### config.mk
export PLATFORM = sky130hd
export DESIGN_NAME = fft_output
export DESIGN_NICKNAME = d
export VERILOG_FILES = /design/src/rtl/fft_output.sv
export SDC_FILE = /design/constraint.sdc
export NUM_CORES = 1
export LEC_CHECK = 0
export ABC_AREA = 1
export BUFFER_PORTS_ARGS = -buffer_cell sky130_fd_sc_hd__buf_2
export CAP_MARGIN = 0
export CORE_AREA = 2 2 112 114
export CTS_CLUSTER_DIAMETER = 60
export CTS_CLUSTER_SIZE = 12
export DETAILED_ROUTE_END_ITERATION = 8
export DIE_AREA = 0 0 114 116
export PLACE_DENSITY = 0.8
export SYNTH_ARGS = -nofsm -noshare
export SYNTH_HDL_FRONTEND = slang
export SYNTH_SLANG_ARGS = --single-unit
export TNS_END_PERCENT = 30
### constraint.sdc
create_clock -name clk -period 5.37 [get_ports clk]
set_input_delay 0.2685 -clock clk [delete_from_list [all_inputs] [get_ports clk]]
set_output_delay 0.2685 -clock clk [all_outputs]
set_load 0.05 [all_outputs]
### src/rtl/fft_output.sv
// Streams a finished FFT frame out of the result RAM as sample pairs (2k, 2k+1),
// through a 2-entry skid FIFO that absorbs the 1-cycle RAM latency and downstream stalls.
module fft_output #(
  parameter int N             = 32,
  parameter int word_size     = 16,
  parameter int address_width = $clog2(N),
  parameter bit REVERSE_ADDR  = 1'b0
) (
  input  logic                     clk,
  input  logic                     reset_n,
  input  logic                     en,
  input  logic                     start,
  input  logic [2*word_size-1:0]   rd_data1,
  input  logic [2*word_size-1:0]   rd_data2,
  output logic [address_width-1:0] addr1,
  output logic [address_width-1:0] addr2,
  output logic                     rd_en,
  output logic [2*word_size-1:0]   out_sample1,
  output logic [2*word_size-1:0]   out_sample2,
  output logic                     out_valid,
  input  logic                     out_ready,
  output logic                     out_last,
  output logic                     busy,
  output logic                     o_done
);
  localparam int DW = 2*word_size;
  localparam int KW = address_width-1;
  localparam logic [KW-1:0] K_LAST = KW'(N/2-1);

  typedef enum logic [1:0] {IDLE, READ, DRAIN, DONE} state_t;

  state_t          state;
  logic [KW-1:0]   rd_cnt;
  logic            inflight, inflight_last;
  logic [DW-1:0]   mem1 [2];
  logic [DW-1:0]   mem2 [2];
  logic            meml [2];
  logic            wr_ptr, rd_ptr;
  logic [1:0]      occ;
  logic            xfer, room;
  logic [address_width-1:0] idx1, idx2;

  function automatic logic [address_width-1:0] bitrev(input logic [address_width-1:0] a);
    logic [address_width-1:0] r;
    for (int i = 0; i < address_width; i++) r[i] = a[address_width-1-i];
    return r;
  endfunction

  // A slot being emptied this cycle counts as free, so the pipe sustains one pair per cycle.
  assign xfer  = out_valid && out_ready;
  assign room  = (occ - {1'b0, xfer} + {1'b0, inflight}) < 2'd2;
  assign rd_en = (state == READ) && en && room;
  assign idx1  = {rd_cnt, 1'b0};
  assign idx2  = {rd_cnt, 1'b1};
  assign addr1 = !rd_en ? '0 : (REVERSE_ADDR ? bitrev(idx1) : idx1);
  assign addr2 = !rd_en ? '0 : (REVERSE_ADDR ? bitrev(idx2) : idx2);

  assign out_valid   = (occ != 2'd0);
  assign out_sample1 = mem1[rd_ptr];
  assign out_sample2 = mem2[rd_ptr];
  assign out_last    = out_valid && meml[rd_ptr];
  assign busy        = (state == READ) || (state == DRAIN);
  assign o_done      = (state == DONE);

  always_ff @(posedge clk or negedge reset_n) begin
    if (!reset_n) begin
      state  <= IDLE;
      rd_cnt <= '0;
    end else begin
      case (state)
        IDLE: begin
          rd_cnt <= '0;
          if (start && en) state <= READ;
        end
        READ: if (rd_en) begin
          if (rd_cnt == K_LAST) state  <= DRAIN;
          else                  rd_cnt <= rd_cnt + 1'b1;
        end
        DRAIN: if (xfer && out_last) state <= DONE;
        DONE: begin
          rd_cnt <= '0;
          state  <= IDLE;
        end
        default: state <= IDLE;
      endcase
    end
  end

  // Return data is captured whether or not en is high; en only gates new reads.
  always_ff @(posedge clk or negedge reset_n) begin
    if (!reset_n) begin
      inflight      <= 1'b0;
      inflight_last <= 1'b0;
      wr_ptr        <= 1'b0;
      rd_ptr        <= 1'b0;
      occ           <= 2'd0;
      for (int i = 0; i < 2; i++) begin
        mem1[i] <= '0;
        mem2[i] <= '0;
        meml[i] <= 1'b0;
      end
    end else begin
      inflight      <= rd_en;
      inflight_last <= rd_en && (rd_cnt == K_LAST);
      if (inflight) begin
        mem1[wr_ptr] <= rd_data1;
        mem2[wr_ptr] <= rd_data2;
        meml[wr_ptr] <= inflight_last;
        wr_ptr       <= ~wr_ptr;
      end
      if (xfer) rd_ptr <= ~rd_ptr;
      occ <= occ + {1'b0, inflight} - {1'b0, xfer};
    end
  end
endmodule

==> results of run 1 <==
## placed cells by master (no fill, tap or decap), types with 2 or more instances in the layout
cell	count
buf_2	145
nand2_1	350
bufinv_16	2
clkinv_4	2
a21oi_1	2
clkbuf_16	17
dfrtp_1	141
clkbuf_1	3
o21ai_1	39
nor2_1	9
nand3_1	13
clkinvlp_4	2
buf_4	4
o21ai_2	26
ha_1	7
inv_1	82
xor2_1	2
o21ai_0	65
clkinv_2	5
nand4_1	2
## area by class of cell
type | count | area, um^2 | share of cell area
Clock buffer | 21 | 450.4 | 0.05828
Inverter | 83 | 311.5 | 0.04031
Timing Repair Buffer | 150 | 767.0 | 0.09924
Multi-Input combinational cell | 522 | 2344 | 0.3032
Sequential cell | 142 | 3555 | 0.4599
Clock inverter | 11 | 117.6 | 0.01522
Tap cell | 147 | 183.9 | 0.02380
## kinds of logic after synthesis
kind of cell,after synthesis,share of synthesized area
fa+ha+maj,7,0.01347
xor+xnor,3,0.004043
flops,142,0.5467
buf+inv,132,0.09432
simple gates,379,0.2243
other cells,1,0.0005769
compound gates,132,0.1167
## critical path: stages, from the launching register on
cell     delay [ns]
dfrtp_1        0.38
inv_1          0.07
nand2_1        0.08
nand2_1        0.10
inv_1          0.05
ha_1           0.27
inv_1          0.04
ha_1           0.18
nand3_1        0.13
nand3_2        0.17
nor2_1         0.16
buf_2          0.28
## through the flow
step | cell area (um^2) | setup slack (ns) | hold slack (ns) | utilization
6_report | 7729 | 2.763 | -0.01553 | 0.6488
3_5_place_dp | 7161 | 3.186 | 0.4664 | 0.6012
3_3_place_gp | 7161 | 3.243 | 0.4643 | 0.6012
5_1_grt | 7729 | 2.504 | 0.07477 | 0.6488
4_1_cts | 7729 | 2.713 | 0.02369 | 0.6488
2_1_floorplan | 6500 | 2.352 | -0.02709 | -
## registers in the layout, summed over array words and instances, names as in the netlist, 2 cells and up
register / cells
mem2: 64
state: 2
mem1: 64
rd_cnt: 4
occ: 2
meml: 2
## cell usage after synthesis, drive strengths merged
| cell type | number | area [um^2] |
|---|---|---|
| conb | 1 | 3.750 |
| xor2 | 2 | 17.52 |
| nand3 | 14 | 75.07 |
| nand4 | 2 | 12.51 |
| nand2 | 351 | 1318 |
| and2 | 1 | 6.260 |
| ha | 7 | 87.58 |
| xnor2 | 1 | 8.760 |
| or2 | 2 | 12.52 |
| nor2 | 9 | 33.78 |
| o21ai | 130 | 748.2 |
| clkbuf | 14 | 52.55 |
| dfrtp | 142 | 3553 |
| a21oi | 2 | 10.01 |
| inv | 83 | 311.6 |
| buf | 35 | 249.0 |
## path summary, 6_finish.rpt
| kind | to | slack, ns | cells past startpoint |
|---|---|---|---|
| min reg2reg | mem1[11]$_DFFE_PN0P_ | 0.48 | 2 |
| max reg2reg | mem2[49]$_DFFE_PN0P_ | 3.16 | 5 |
| min in group clk | mem1[44]$_DFFE_PN0P_ | 0.11 | 3 |
| max | addr1[4] | 2.76 | 11 |
| max in group asynchronous | rd_ptr$_DFFE_PN0P_ | 4.35 | 2 |
| min | mem2[20]$_DFFE_PN0P_ | -0.02 | 1 |
## routing by layer
| layer | vias to the layer above | wire length (um) | part of all wire |
|---|---|---|---|
| met5 | - | 0 | 0 |
| met4 | 0 | 134 | 0.0098 |
| met3 | 14 | 802 | 0.059 |
| met2 | 154 | 6461 | 0.47 |
| met1 | 2417 | 6303 | 0.46 |
| li1 | 2680 | - | - |
==> flow_summary.toml, run 1 <==
[worst_setup_path]
worst_setup_path_start_kind = "register"
worstSetupPathType = "register to output port"
r2r-start = "inflight$_DFF_PN0_"
crit_fanout = 7
crit_required_ns = 5.10
cp.arrival_ns = 2.34
cp-end-kind = "output port"
setup.worst_path.start = "occ[1]$_DFF_PN0_"

[flow_run]
cap_violations = 0

[timing]
finalMaxSlewViolations = 0
setup-tns-final_ns = 0
tightest_slew_ns = 1.189
clock_skew_ns = 0.009469
rsz0062_at_grt = "false"
fin_hold_ws_ns = -0.01553
hold_viol = 4
finalCriticalPeriod_ns = 2.607
fin_crit_sh = 0.4855
setup_viol = 0
fmax_mhz = 383.6
maxSlewHeadroom = 0.2075

[place]
gp_congestion = 0.8210
dp_cells = 1044
portBuffers = 146
place_hpwl_um = 8484

[routing]
wl_per_cell_um = 12.73
vias = 5265
drt_iter0_drc = 425
firstDrtPassIters = 5
vias_per_cell = 4.893
wl_um = 13700
drc_errors = 0
ant_nets = 0

[synth]
synth_cells = 796
syn_area_mm2 = 0.006500
ys_seq_area_frac = 0.5467
syn-num-nets = 872
synth.ff_latch_count = 142
ys_warn_count = 0
syn_avg_cell_area_um2 = 8.166
synth.distinct_cells = 23

[die]
die_area_mm2 = 0.01322
die_h_um = 116
row_count = 40
die_w_um = 114
initial_core_util = 0.5457
io_pins = 148
core-area_mm2 = 0.01191

[grt]
grt_pass1_vias = 4934
grt_busiest_layer = "met2"
grt_pass1_wl_um = 22860
overflow = 0
grt_use_met1 = 0.2979
met2_usage = 0.3532
grt_antenna_before_repair = 0
grt_max_degree = 131
use_met3 = 0.05073
grt_usage = 0.2183

[clock_tree]
clk_latency_ns = 0.41
hold_buffers = 0
cts_resized = 0
root_buffer = "clkbuf_16"
postCtsSetupRepairBufs = 0
clockBufferDepth = 2
cts.htree.levels = 4
cts_sinks = 142
cts_tree = "yes"
clk_pin_slew_ns = 0.06
numCtsBuffers = 17

[final_layout]
fillers = 1054
area_growth_pct = 18.90
final_cells = 1076
drive_gt1_frac = 0.2271
n_antenna_cell = 0
num-nets-final = 992

[hold_path]
hold_path.class = "input pin to async pin"

[run_status]
status = "finished with violations"
violations = "negative hold slack"
Power of run 1 is not shown: default switching activity piles up to over one toggle a cycle in this logic, so the estimate is an artifact.
==> run 2, diff against run 1 <==
--- a/config.mk
+++ b/config.mk
@@ -8,12 +8,12 @@
 export ABC_AREA = 1
 export BUFFER_PORTS_ARGS = -buffer_cell sky130_fd_sc_hd__buf_2
 export CAP_MARGIN = 0
-export CORE_AREA = 2 2 112 114
+export CORE_AREA = 2 2 119 121
 export CTS_CLUSTER_DIAMETER = 60
 export CTS_CLUSTER_SIZE = 12
 export DETAILED_ROUTE_END_ITERATION = 8
-export DIE_AREA = 0 0 114 116
-export PLACE_DENSITY = 0.8
+export DIE_AREA = 0 0 121 123
+export PLACE_DENSITY = 0.75
 export SYNTH_ARGS = -nofsm -noshare
 export SYNTH_HDL_FRONTEND = slang
 export SYNTH_SLANG_ARGS = --single-unit
==> constraint.sdc (replaced) <==
create_clock -name clk -period 2.3 [get_ports clk]
set_input_delay 0.115 -clock clk [delete_from_list [all_inputs] [get_ports clk]]
set_output_delay 0.115 -clock clk [all_outputs]
set_load 0.05 [all_outputs]
==> run 2 against run 1 <==
- core utilization is 0.33 points higher
- die area is 13% higher
- critical path depth stayed put
- flip-flop and latch count stayed put
- register-to-register slack worse by 3.0 ns
- critical endpoint is now addr2[2]
- non-clock buffer count is 82 higher
- hold slack better by 0.046 ns
- worst setup slack worse by 2.8 ns
- cell area is 15% higher
- clock-buffer cell count is 1 lower
- the flow finishes with violations (negative setup slack)
- first-iteration DRC count is 1.2% lower
- global-route usage is 0.38 points higher
==> flow_summary.toml, run 2 (same netlist as run 1, synthesis figures left out) <==
[run_status]
status = "finished with violations"
violations = "negative setup slack"

[die]
die_area_mm2 = 0.01488
io_pins = 148
die_w_um = 121
row_count = 43
core-area_mm2 = 0.01361
initial_core_util = 0.4775
die_h_um = 123

[timing]
finalMaxSlewViolations = 0
finalCriticalPeriod_ns = 2.306
setup_viol = 3
worst_slack_ns = -0.006465
hold_viol = 0
fmax_mhz = 433.6
maxSlewHeadroom = 0.5678
setup-tns-final_ns = -0.008467
fin_crit_sh = 1.003
clock_skew_ns = 0.007976
rsz0062_at_grt = "true"
tightest_slew_ns = 0.6484

[worst_setup_path]
crit_slowest_cell = "dfrtp_1"
crit_chain = "inv_2 > nand2_4 > nand2_4 > inv_4 > ha_4 > inv_2 > ha_4 > nand3_4 > nand3_4 > nor2_4 > buf_6"
cpPeakStageDelay_ns = 0.39
cp.arrival_ns = 2.19
cp-end-kind = "output port"
worst_setup_path_start_kind = "register"
rrSetupSlack_ns = 0.18
worstSetupPathType = "register to output port"
crit_required_ns = 2.18
r2r-start = "occ[1]$_DFF_PN0_"
reg2reg_to = "rd_cnt[1]$_DFFE_PN0P_"
crit_fanout = 7
worstRegToRegCells = 14

[flow_run]
cap_violations = 0

[hold_path]
min_to = "mem2[49]$_DFFE_PN0P_"
hold_path.class = "input pin to register"
hold_path.startpoint = "rd_data2[17]"
whs_path_depth = 3

[final_layout]
n_antenna_cell = 0
area_growth_pct = 36.57
final_cell_mix = "nand2_1 (347), dfrtp_1 (141), buf_2 (135)"
stdcell_area_mm2 = 0.008877
final_util = 0.6522
final_common_cell = "nand2_1"
drive_gt1_frac = 0.2413
final_cells = 1191
reg_top3 = "mem1: 64 flops, mem2: 64 flops, rd_cnt: 4 flops"
num-nets-final = 1074

[routing]
drc_errors = 0
wl_met3_um = 894
wl_per_cell_um = 13.36
drt_iter0_drc = 420
top_layer = "met4"
wl_um = 15910
vias = 5663
wl_met1_um = 6959
met2_length_um = 7760
vias_per_cell = 4.755
firstDrtPassIters = 5
ant_nets = 0

[grt]
grt_usage = 0.2221
grt_antenna_before_repair = 0
grt_pass1_vias = 5460
overflow = 0
grt_max_degree = 71
grt_pass1_wl_um = 26050

[clock_tree]
root_buffer = "clkbuf_16"
clk_latency_ns = 0.42
clockBufferDepth = 2
cts_sinks = 142
cts_tree = "yes"
clk_pin_slew_ns = 0.06
numCtsBuffers = 17
cts.htree.levels = 4

[place]
dp_cells = 1084
gp_congestion = 0.8173
place_hpwl_um = 9200
portBuffers = 146
placed_area_mm2 = 0.007386
run 2: cell count changes in the layout (fill, tap and decap cells not counted), sizes merged:
| cell | delta |
|---|---|
| bufinv | +3 |
| clkbuf | -1 |
| inv | -1 |
| clkinvlp | -1 |
| buf | +17 |
| dlygate4sd3 | +65 |
run 2: final cells by class:
cell class,instances,area (um^2)
multi-input cells,522,2441
clock inverters,12,192.7
well taps,180,225.2
fillers,1088,4735
flip-flops and latches,142,3555
clock buffers,20,436.7
inverters,83,320.3
repair buffers,232,1707
run 2: how the worst max path moves through the flow:
stage                     cells past startpoint                    to              from  slack [ns]
after floorplan                              11              addr2[0]  occ[1]$_DFF_PN0_       -0.02
after global placement                       13  state[0]$_DFFE_PN0P_  occ[1]$_DFF_PN0_        0.33
after detailed placement                     13  state[0]$_DFFE_PN0P_  occ[1]$_DFF_PN0_        0.21
after CTS                                    11              addr2[2]  occ[0]$_DFF_PN0_       0.007
after global routing                         11                 rd_en  occ[1]$_DFF_PN0_       -0.08
final                                        11              addr2[2]  occ[1]$_DFF_PN0_      -0.006
run 2: what timing repair did:
| action | 4_1_cts | 5_1_grt |
|---|---|---|
| setup buffers | 6 | 4 |
| hold buffers | 65 | 0 |
| pin swaps | 8 | 1 |
| resized for setup | 36 | 4 |
| endpoints found under the setup margin | 10 | 10 |
| cloned | 0 | 0 |
| hold endpoints to repair | 181 | 0 |
run 2: worst max-delay path: cells and delay by family, from the launching register on:
kind                       cells  cell delay (ns)
and+or+nand+nor                5             0.62
adders and majority gates      2             0.42
buffers and inverters          4             0.35
DFF                            1             0.39
run 2: per-stage QoR:
step | setup WS (ns) | hold slack [ns]
2_1_floorplan | -0.02355 | -0.1806
3_3_place_gp | 0.3259 | 0.1615
3_5_place_dp | 0.2120 | 0.1652
4_1_cts | 0.006604 | 0.005327
5_1_grt | -0.08257 | 0.03497
6_report | -0.006465 | 0.03059
run 2: layer usage:
| layer | track usage | vias up |
|---|---|---|
| li1 | - | 2851 |
| met4 | 0.08212 | 0 |
| met5 | 0 | - |
| met1 | 0.2836 | 2594 |
| met3 | 0.04520 | 26 |
| met2 | 0.3757 | 192 |
Power of run 2 is left out for the same reason.
